<file path="src/rtl/ws_array_feeder.sv">
// Job sequencer and operand feeder for a weight-stationary PE grid.
// A job loads one weight vector per PE row, spends one cycle that clears the
// accumulators, streams k_len activation beats on the left edge of the grid,
// then flushes for N_COLS cycles while the column-skewed enables drain.
//
//   state  | meaning
//   -------+-------------------------------------------------------------
//   IDLE   | waiting for start with a non-zero k_len
//   LOAD   | accepting N_ROWS weight beats; one row strobe per beat
//   CLR    | single gap cycle; launches clr into column 0
//   STREAM | accepting k_len activation beats; bubbles carry no enable
//   FLUSH  | N_COLS cycles for the last enable to reach the last column
module ws_array_feeder #(
    parameter int N_ROWS = 4,
    parameter int N_COLS = 4,
    parameter int KW     = 16
) (
    input  logic                clk_i,
    input  logic                rst_n_i,
    input  logic                start_i,
    input  logic [KW-1:0]       k_len_i,
    input  logic                w_valid_i,
    output logic                w_ready_o,
    input  logic [N_COLS*8-1:0] w_data_i,
    input  logic                a_valid_i,
    output logic                a_ready_o,
    input  logic [N_ROWS*8-1:0] a_data_i,
    output logic [N_COLS*8-1:0] b_out_o,
    output logic [N_ROWS-1:0]   load_weight_o,
    output logic [N_ROWS*8-1:0] a_out_o,
    output logic [N_COLS-1:0]   en_col_o,
    output logic [N_COLS-1:0]   clr_col_o,
    output logic                busy_o,
    output logic                done_o
);

    localparam int RW = (N_ROWS > 1) ? $clog2(N_ROWS) : 1;
    localparam int FW = $clog2(N_COLS + 1);

    typedef enum logic [2:0] {
        S_IDLE,
        S_LOAD,
        S_CLR,
        S_STREAM,
        S_FLUSH
    } state_t;

    state_t              state_q, state_d;
    logic [RW-1:0]       row_q, row_d;
    logic [KW-1:0]       beat_q, beat_d;
    logic [FW-1:0]       flush_q, flush_d;
    logic [N_COLS*8-1:0] b_q, b_d;
    logic [N_ROWS-1:0]   lw_q, lw_d;
    logic [N_ROWS*8-1:0] a_q, a_d;
    logic [N_COLS-1:0]   en_q, en_d;
    logic [N_COLS-1:0]   clr_q, clr_d;
    logic                done_q, done_d;
    logic                en0, clr0;

    assign w_ready_o     = (state_q == S_LOAD);
    assign a_ready_o     = (state_q == S_STREAM);
    assign busy_o        = (state_q != S_IDLE);
    assign b_out_o       = b_q;
    assign load_weight_o = lw_q;
    assign a_out_o       = a_q;
    assign en_col_o      = en_q;
    assign clr_col_o     = clr_q;
    assign done_o        = done_q;

    // Next state, counters and registered grid outputs.
    // The beat counter counts down from the latched k_len, so a k_len of
    // all ones never needs a wider compare and cannot wrap.
    always_comb begin
        state_d = state_q;
        row_d   = row_q;
        beat_d  = beat_q;
        flush_d = flush_q;
        b_d     = b_q;
        lw_d    = '0;
        a_d     = '0;
        en0     = 1'b0;
        clr0    = 1'b0;
        done_d  = 1'b0;

        case (state_q)
            S_IDLE: begin
                if (start_i && (k_len_i != '0)) begin
                    beat_d  = k_len_i;
                    row_d   = '0;
                    state_d = S_LOAD;
                end
            end
            S_LOAD: begin
                if (w_valid_i) begin
                    b_d  = w_data_i;
                    lw_d = N_ROWS'(1) << row_q;
                    if (row_q == RW'(N_ROWS - 1)) begin
                        state_d = S_CLR;
                    end else begin
                        row_d = row_q + RW'(1);
                    end
                end
            end
            S_CLR: begin
                clr0    = 1'b1;
                state_d = S_STREAM;
            end
            S_STREAM: begin
                if (a_valid_i) begin
                    a_d = a_data_i;
                    en0 = 1'b1;
                    if (beat_q == KW'(1)) begin
                        flush_d = FW'(N_COLS - 1);
                        state_d = S_FLUSH;
                    end else begin
                        beat_d = beat_q - KW'(1);
                    end
                end
            end
            S_FLUSH: begin
                if (flush_q == '0) begin
                    done_d  = 1'b1;
                    state_d = S_IDLE;
                end else begin
                    flush_d = flush_q - FW'(1);
                end
            end
            default: begin
                state_d = S_IDLE;
            end
        endcase

        en_d  = {en_q[N_COLS-2:0], en0};
        clr_d = {clr_q[N_COLS-2:0], clr0};
    end

    // State, counter and output registers; everything clears on reset.
    always_ff @(posedge clk_i or negedge rst_n_i) begin
        if (!rst_n_i) begin
            state_q <= S_IDLE;
            row_q   <= '0;
            beat_q  <= '0;
            flush_q <= '0;
            b_q     <= '0;
            lw_q    <= '0;
            a_q     <= '0;
            en_q    <= '0;
            clr_q   <= '0;
            done_q  <= 1'b0;
        end else begin
            state_q <= state_d;
            row_q   <= row_d;
            beat_q  <= beat_d;
            flush_q <= flush_d;
            b_q     <= b_d;
            lw_q    <= lw_d;
            a_q     <= a_d;
            en_q    <= en_d;
            clr_q   <= clr_d;
            done_q  <= done_d;
        end
    end

endmodule

</file>
<file path="config.mk">
export PLATFORM = sky130hd
export DESIGN_NAME = ws_array_feeder
export DESIGN_NICKNAME = d
export VERILOG_FILES = /design/src/rtl/ws_array_feeder.sv
export SDC_FILE = /design/constraint.sdc
export NUM_CORES = 1
export LEC_CHECK = 0
export CORE_AREA = 2 2 98 119
export DETAILED_ROUTE_END_ITERATION = 7
export DIE_AREA = 0 0 100 121
export PLACE_DENSITY = 0.81
export SYNTH_ARGS = -nofsm -noshare
export SYNTH_HDL_FRONTEND = slang
export SYNTH_SLANG_ARGS = --single-unit
</file>
<file path="constraint.sdc">
create_clock -name clk_i -period 2 [get_ports clk_i]
set_input_delay 0.4 -clock clk_i [delete_from_list [all_inputs] [get_ports clk_i]]
set_output_delay 0.4 -clock clk_i [all_outputs]
set_load 0.01 [all_outputs]
</file>
# Word-level counts from Yosys, hierarchy flattened
# Cells that the tools add are included.
[totals] ff_bits=101
[op_classes] muxes=28 n_eq_ne=15 n_reduce_logical=13 add_sub_neg=3 n_shift=1
[op_table] operator="two-way mux 32 bit" n=2
[op_table] operator="two-way mux 16 bit" n=3
[op_table] operator="case mux 16 bit (2 select lines)" n=1
[op_table] operator="two-way mux 3 bit" n=9
[op_table] operator="== test 16 x 1 -> 1 bit, second input constant" n=1
[op_table] operator="nonzero test 16 bit" n=1
[op_table] operator="subtractor 16 x 1 -> 16 bit, second input constant" n=1
[op_table] operator="case mux 3 bit (5 select lines)" n=1
[op_table] operator="!= test 2 bit, second input constant" n=7
[op_table] operator="AND reduction 4 bit" n=3
[op_table] operator="two-way mux 4 bit" n=2
[op_table] operator="== test 3 x 2 -> 1 bit, second input constant" n=2
[op_table] operator="logical NOT 3 bit" n=2
[op_table] operator="two-way mux 2 bit" n=3
[op_table] operator="case mux 3 bit (2 select lines)" n=1
[op_table] operator="AND reduction 6 bit" n=1
[op_table] operator="nonzero test 2 bit" n=3
[op_table] operator="two-way mux 1 bit" n=5
[op_table] operator="!= test 2 x 1 -> 1 bit, second input constant" n=2
[op_table] operator="case mux 2 bit (2 select lines)" n=1
[op_table] operator="left shift 1 x 2 -> 4 bit, first input constant" n=1
[op_table] operator="== test 3 x 1 -> 1 bit, second input constant" n=1
[op_table] operator="== test 3 bit, second input constant" n=1
[op_table] operator="nonzero test 3 bit" n=1
[op_table] operator="5 further kinds" n=5

# Logic depth before layout (Yosys ltp)
[depth] ltp_word=4 depth_mapped=8 ltp_nobuf=8

# Worst setup path after synthesis
# Ideal clock, no wire load.
[synth_path] path_kind="register -> register" startpoint="register beat_q[1]" endpoint="register beat_q[11]" setup_time_ns=0.123 stages_incl_launch_ff=7 t_arrival_ns=1.853 synth_period_minus_slack_ns=1.976 n_path_buf=1 path_slack_ns=0.024 cell_sequence="dfrtp_1 > or4_4 > or4_4 > buf_6 > o31a_1 > o21ai_1 > o21ai_1"
[synth_via] elab_chain_cells=4
[synth_lines] element="start: declaration" line_no="50" text="logic [KW-1:0] beat_q, beat_d;"
[synth_lines] element="start signal: assignment" line_no="153" text="beat_q <= beat_d;"
[synth_lines] element="subtractor 16 x 1 -> 16 bit" line_no="116" text="beat_d = beat_q - KW'(1);"
[synth_lines] element="two-way mux 16 bit" line_no="112" text="if (beat_q == KW'(1)) begin"
[synth_lines] element="two-way mux 16 bit" line_no="109" text="if (a_valid_i) begin"
[synth_lines] element="case mux 16 bit (2 select lines)" line_no="85" text="case (state_q)"
# Parallel ways exist; a longest one is shown, timed or not. The select of a mux whose other input is x is not followed.
# A chain may end at the register's enable or synchronous reset.

# Final worst setup path
# Ends and elaborated chain as after synthesis.

==> results.yml <==
synth:
  yosysWarnings: 0
  synth-main-ff-cell: "dfrtp_1"
  synth_edf_count: 0
  seq_area_frac_synth_pct: 60.68
  async_flop_share_pct: 100.0
  synth-seq-cells: 101
  yosysUniqueCellTypes: 48
  avgSynthCellArea_um2: 12.11
  synth_nets: 437
  synth_cells: 344
  syn_area_um2: 4165
floorplan:
  num_rows: 42
  core_area_um2: 10930
  die_area_um2: 12100
  ios: 165
  initial_utilization_pct: 38.11
  die_h_um: 121
  die_x_um: 100
final_layout:
  fin_area_um2: 6415
  mostFrequentLayoutCell: "clkdlybuf4s50_1"
  instances_no_fill: 665
  syn2layout_area_growth_pct: 54.01
  layout.nets: 621
  diodes: 0
  drive_gt1_share_pct: 17.82
  mostFrequentLayoutCells: "clkdlybuf4s50_1, dfrtp_1, and3_1"
sta:
  fin_crit_ps: 2016
  clock_skew_ps: 7.517
  rsz0062_at_grt: "yes"
  finalSetupViolations: 2
  maxSlewHeadroom_pct: 69.33
  worst_slack_ps: -16.26
  fmax_mhz: 496.0
  timing.final.crit_share_pct: 100.8
  final_max_slew_viol_count: 0
  final_hold_viol_count: 0
  tightest_slew_ps: 460.0
worst_setup_path:
  end_kind: "register"
  critPathRequiredTime_ps: 2230
  crit_buf_inv: 0
  cp_cell_sequence: "or4_4 -> or4_4 -> o31a_1 -> o21ai_1 -> o21ai_1"
  start_kind: "register"
  cp_top_family: "simple AND/OR/NAND/NOR gates"
  crit_type: "reg -> reg"
  crit_fanout: 8
  cp_slowest_cell: "or4_4"
  crit_arrival_ps: 2240
  critPathMaxStageDelay_ps: 550
power_and_ir_drop:
  p_per_area_nw_per_um2: 1242
  pwr-share-clk_pct: 19.7
  power.internal_uw: 5419
  pwr-share-comb_pct: 41.4
  p_sw_share_pct: 32.00
  ir_drop_mv: 0.5359
  switchingPower_uw: 2550
  leakagePower_uw: 0.002839
  seqPwrFrac_pct: 39.0
grt:
  grt_pass1_wl_um: 16370
  grt_pass1_vias: 3383
  antenna_found_initial: 0
  overflow: 0
  grt_start_max_net_pins: 51
  grt_use_total_pct: 17.36
cts:
  cts_sinks: 101
  clk_path_buf_depth: 2
  htreeDepth: 3
  cts_buffers: 9
  clkLatencyLatePin_ps: 340
  cts-root-buf: "clkbuf_16"
  cts_tree: "built"
  clkTransAtPathRegs_ps: 70
drt:
  antenna_left: 0
  wirelength_um: 10460
  dr.pass1.iters: 4
  vias: 3380
  drc: 0
  drt_first_iter_violations: 137
  viasPerCell: 5.083
  wire_per_inst_um: 15.73
worst_hold_path:
  min_path_type: "in -> async"
placed_design:
  dp.cells: 647
  globalplace.congestion: 0.8071
  dpl.hpwl_um: 7835
  placed_area_um2: 6111
  port_buffers: 164
status:
  violations: "setup timing"
  status: "finished, violations left"
run:
  maxCapViolCount: 0
==> synth_stat cells (2+ instances only) <==
cell type,n,share of area (%)
nor4_1,7,1.1
nor2_1,19,1.7
nor3_1,6,0.72
buf_6,2,0.54
a21oi_1,15,1.8
o21ai_1,8,0.96
and3_1,39,5.9
nand3_1,4,0.48
clkbuf_1,15,1.4
nand2_1,13,1.2
a21o_1,2,0.36
o21a_1,2,0.36
ha_1,8,2.4
a2bb2oi_1,2,0.42
o31a_1,3,0.63
or4_4,2,0.54
mux2_2,33,8.9
dfrtp_1,101,61
o22ai_1,2,0.30
inv_1,11,0.99
o21ai_0,14,1.7
a22oi_1,4,0.72
nand4_1,2,0.30
buf_4,3,0.54
o32ai_1,2,0.42
nor3b_1,3,0.54
==> cell type report <==
cell class	instances	area (µm²)
clock inverter	4	23.77
clock buffer	12	236.5
tap	132	165.2
multi-input combinational	211	1521
timing repair buffer	194	1898
fill	909	4516
inverter	11	41.29
sequential	101	2529
==> path summary, 6_finish.rpt <==
path	from	endpoint	slack, ps	cells after the start
setup / recovery	beat_q[1]	beat_q[11]	-20	5
hold reg to reg	clr_col_o[2]	clr_col_o[3]	370	0
max in group asynchronous	rst_n_i	a_out_o[0]	1370	2
setup reg to reg	beat_q[1]	beat_q[11]	-20	5
min in group clk_i	clr_col_o[2]	clr_col_o[3]	370	0
hold / removal	rst_n_i	b_out_o[29]	6	1
==> worst register-to-register path: stages, from the launching register on <==
cell,delay (ps)
dfrtp_1,400
or4_4,550
or4_4,510
o31a_1,270
o21ai_1,110
o21ai_1,70
==> what timing repair did <==
item,CTS,global route
hold buffers,0,0
buffers inserted,2,0
gates resized for setup,4,8
endpoints found under the setup margin,6,18
gates cloned,0,0
==> per-stage QoR <==
stage	utilization (%)	hold WS (ps)	worst slack [ps]	power, µW	TNS, ps
after floorplan	-	104.4	24.22	4719	0
after global placement	55.91	364.0	-244.4	6300	-3068
after detailed placement	55.91	361.6	-278.7	6429	-3744
after CTS	58.40	16.72	-15.05	8041	-27.72
after global routing	58.69	30.88	-115.3	8502	-391.3
final	58.69	5.636	-16.26	7969	-29.41
==> power groups by stage <==
stage / Sequential, µW / Clock (µW) / Combinational, µW
global route: 3190 / 1710 / 3610
global placement: 3110 / 0 / 3190
floorplan: 3320 / 0 / 1400
detailed placement: 3150 / 0 / 3280
CTS: 3110 / 1620 / 3310
finish: 3110 / 1570 / 3300
==> flip-flops by register name, indices dropped and copies added (netlist names) <==
signal / count
load_weight_o: 4
state_q: 3
clr_col_o: 4
done_o: 1
beat_q: 16
en_col_o: 4
b_out_o: 32
row_q: 2
flush_q: 3
a_out_o: 32
==> cells by family (layout without fill, tap and decap cells) <==
kind of cell / count (synthesis) / after routing / share of synthesized area, %
and+or+nand+nor: 107 / 107 / 14.78
DFF: 101 / 101 / 60.68
AOI/OAI and AO/OA: 62 / 62 / 9.433
muxes: 34 / 34 / 9.162
buffers and inverters: 32 / 221 / 3.544
adders and majority gates: 8 / 8 / 2.403
==> metal layers <==
metal | global-route usage (%) | vias up | routed length, µm
li1 | - | 1605 | -
met1 | 20.11 | 1618 | 4104
met2 | 30.03 | 136 | 5343
met3 | 4.781 | 21 | 711
met4 | 7.449 | 0 | 302
met5 | 0 | - | 0
Note: power is estimated with default switching activity, not from simulation.
==> edit, RTL diff (config.mk and constraints unchanged) <==
Reset style: synchronous (`rst_n_i`), changed in one clocked block.
--- a/src/rtl/ws_array_feeder.sv
+++ b/src/rtl/ws_array_feeder.sv
@@ -135,7 +135,7 @@
     end
 
     // State, counter and output registers; everything clears on reset.
-    always_ff @(posedge clk_i or negedge rst_n_i) begin
+    always_ff @(posedge clk_i) begin
         if (!rst_n_i) begin
             state_q <= S_IDLE;
             row_q   <= '0;
Function: differs if rst_n_i is asserted again (counterexample within 4 cycles, from zero or initial values and one cycle with rst_n_i low); with rst_n_i held inactive, the same outputs for 10 cycles.
==> edit against the original RTL <==
Final area decreased by 2.2%. Setup slack improved by 0.068 ns. Global-route usage increased by 0.082 points. Area after synthesis decreased by 5.6%. Maximum frequency increased by 3.5%. Highest routed layer unchanged. Sequential cell count unchanged. Synthesized cell count increased by 28%. Wire length increased by 4.9%.
Power is not compared: it rests on default switching activity, and its combinational part moved more than twofold at a synthesized area within 25%.
==> edit: results <==
group,metric,value,unit
finish,final-nonclk-buf-share,30.92,%
synth,synth_common_cells,"dfxtp_1 (101), nand2_1 (84), a21oi_1 (53), and2_1 (41), nor2_1 (25)",
worst_setup_path,timing.rr.start,"beat_q[0]$_SDFFE_PN0P_",
detailed_routing,dr_wl_met2,5938,um
synth,syn_area_per_cell,8.952,um2
synth,async_flop_share,0,%
finish,n_fill_cell,951,
placement,place_ws,-0.2979,ns
detailed_routing,dr.first_iter.drc_count,147,
synth,syn_nets,529,
sta,maxSlewHeadroom,66.88,%
finish,clk_share,5.685,%
finish,seq_share,32.34,%
finish,signal_buffers,197,
synth,yosysUniqueCellTypes,52,
finish,register_area,2028,um2
sta,whs,0.4550,ns
finish,nonClockInverterCount,10,
finish,multi_input_comb_cells,300,
sta,worst_slack,0.05193,ns
worst_setup_path,cp_top_family,"buffers and inverters",
worst_setup_path,slowest_stage,"clkdlybuf4s50_1",
worst_setup_path,cp.arrival,2.20,ns
synth,seq_area_frac_synth,51.45,%
global_route,met2_usage,32.47,%
detailed_routing,route.met3.wl,840,um
synth,synthMuxAreaShare,0.5094,%
synth,synth_area_leaders,"dfxtp_1 (51%), nand2_1 (8.0%), a21oi_1 (6.7%)",
worst_hold_path,hold_end,"b_out_o[7]$_SDFFE_PN0P_",
worst_setup_path,cp-startpoint,"k_len_i[2]",
placement,place_congestion,0.8361,
global_route,grt_pass1_wl,17060,um
worst_setup_path,cp-endpoint,"beat_q[1]$_SDFFE_PN0P_",
synth,synth_compound_area_share,15.12,%
worst_hold_path,hold_class,"reg -> reg",
global_route,grt_util_met1,18.07,%
run_status,status,"finished clean",
global_route,grt_start_max_net_pins,37,
placement,hpwl,7992,um
worst_setup_path,critPathMaxStageDelay,0.44,ns
finish,clock_buffers,11,
finish,drive_above_1_share,12.18,%
detailed_routing,top_layer_used,"met4",
worst_setup_path,reg2reg_depth,8,
synth,yosys.area_share.adder,1.592,%
worst_setup_path,r2r_end,"beat_q[0]$_SDFFE_PN0P_",
finish,fin_nets,709,
finish,antenna_cells,0,
detailed_routing,wire_per_inst,14.52,um
global_route,gr-usage-met3,6.336,%
finish,multi_input_area_share,27.81,%
global_route,track_usage,17.44,%
sta,finClkSkew,0.007889,ns
placement,place_inst,730,
detailed_routing,wl_met1,4091,um
detailed_routing,vias,3714,
placement,placed_cell_area,5766,um2
## edit: cell types whose count changed after synthesis, sizes merged, moves of 5 or more
cell	delta
buf	+5
dfxtp	+101
a211oi	+5
and3	-39
o21ai	-9
mux2	-33
dfrtp	-101
nand2b	+6
nand2	+71
nor2	+5
and2	+39
a21oi	+38
## edit: repair_timing
action                                  in CTS  in global routing
gates resized for setup                      3                 18
endpoints found under the setup margin       2                 17
pin swaps                                    0                  8
buffers inserted                             0                  7
gates cloned                                 0                  3
## edit: power by group through the flow
stage | sequential, uW | combinational [uW] | clock, uW
after floorplan | 2150 | 231 | 0
after global placement | 2150 | 531 | 0
after detailed placement | 2150 | 542 | 0
after CTS | 2100 | 543 | 2070
after global routing | 2110 | 624 | 2150
final | 2100 | 575 | 2030
## edit: worst register-to-register path, cell delays in order (launching register included)
cell	delay, ns
dfxtp_4	0.36
buf_12	0.12
ha_1	0.20
nor3b_1	0.14
and4_4	0.23
a2bb2oi_4	0.17
buf_6	0.15
or3_1	0.31
a31oi_1	0.17
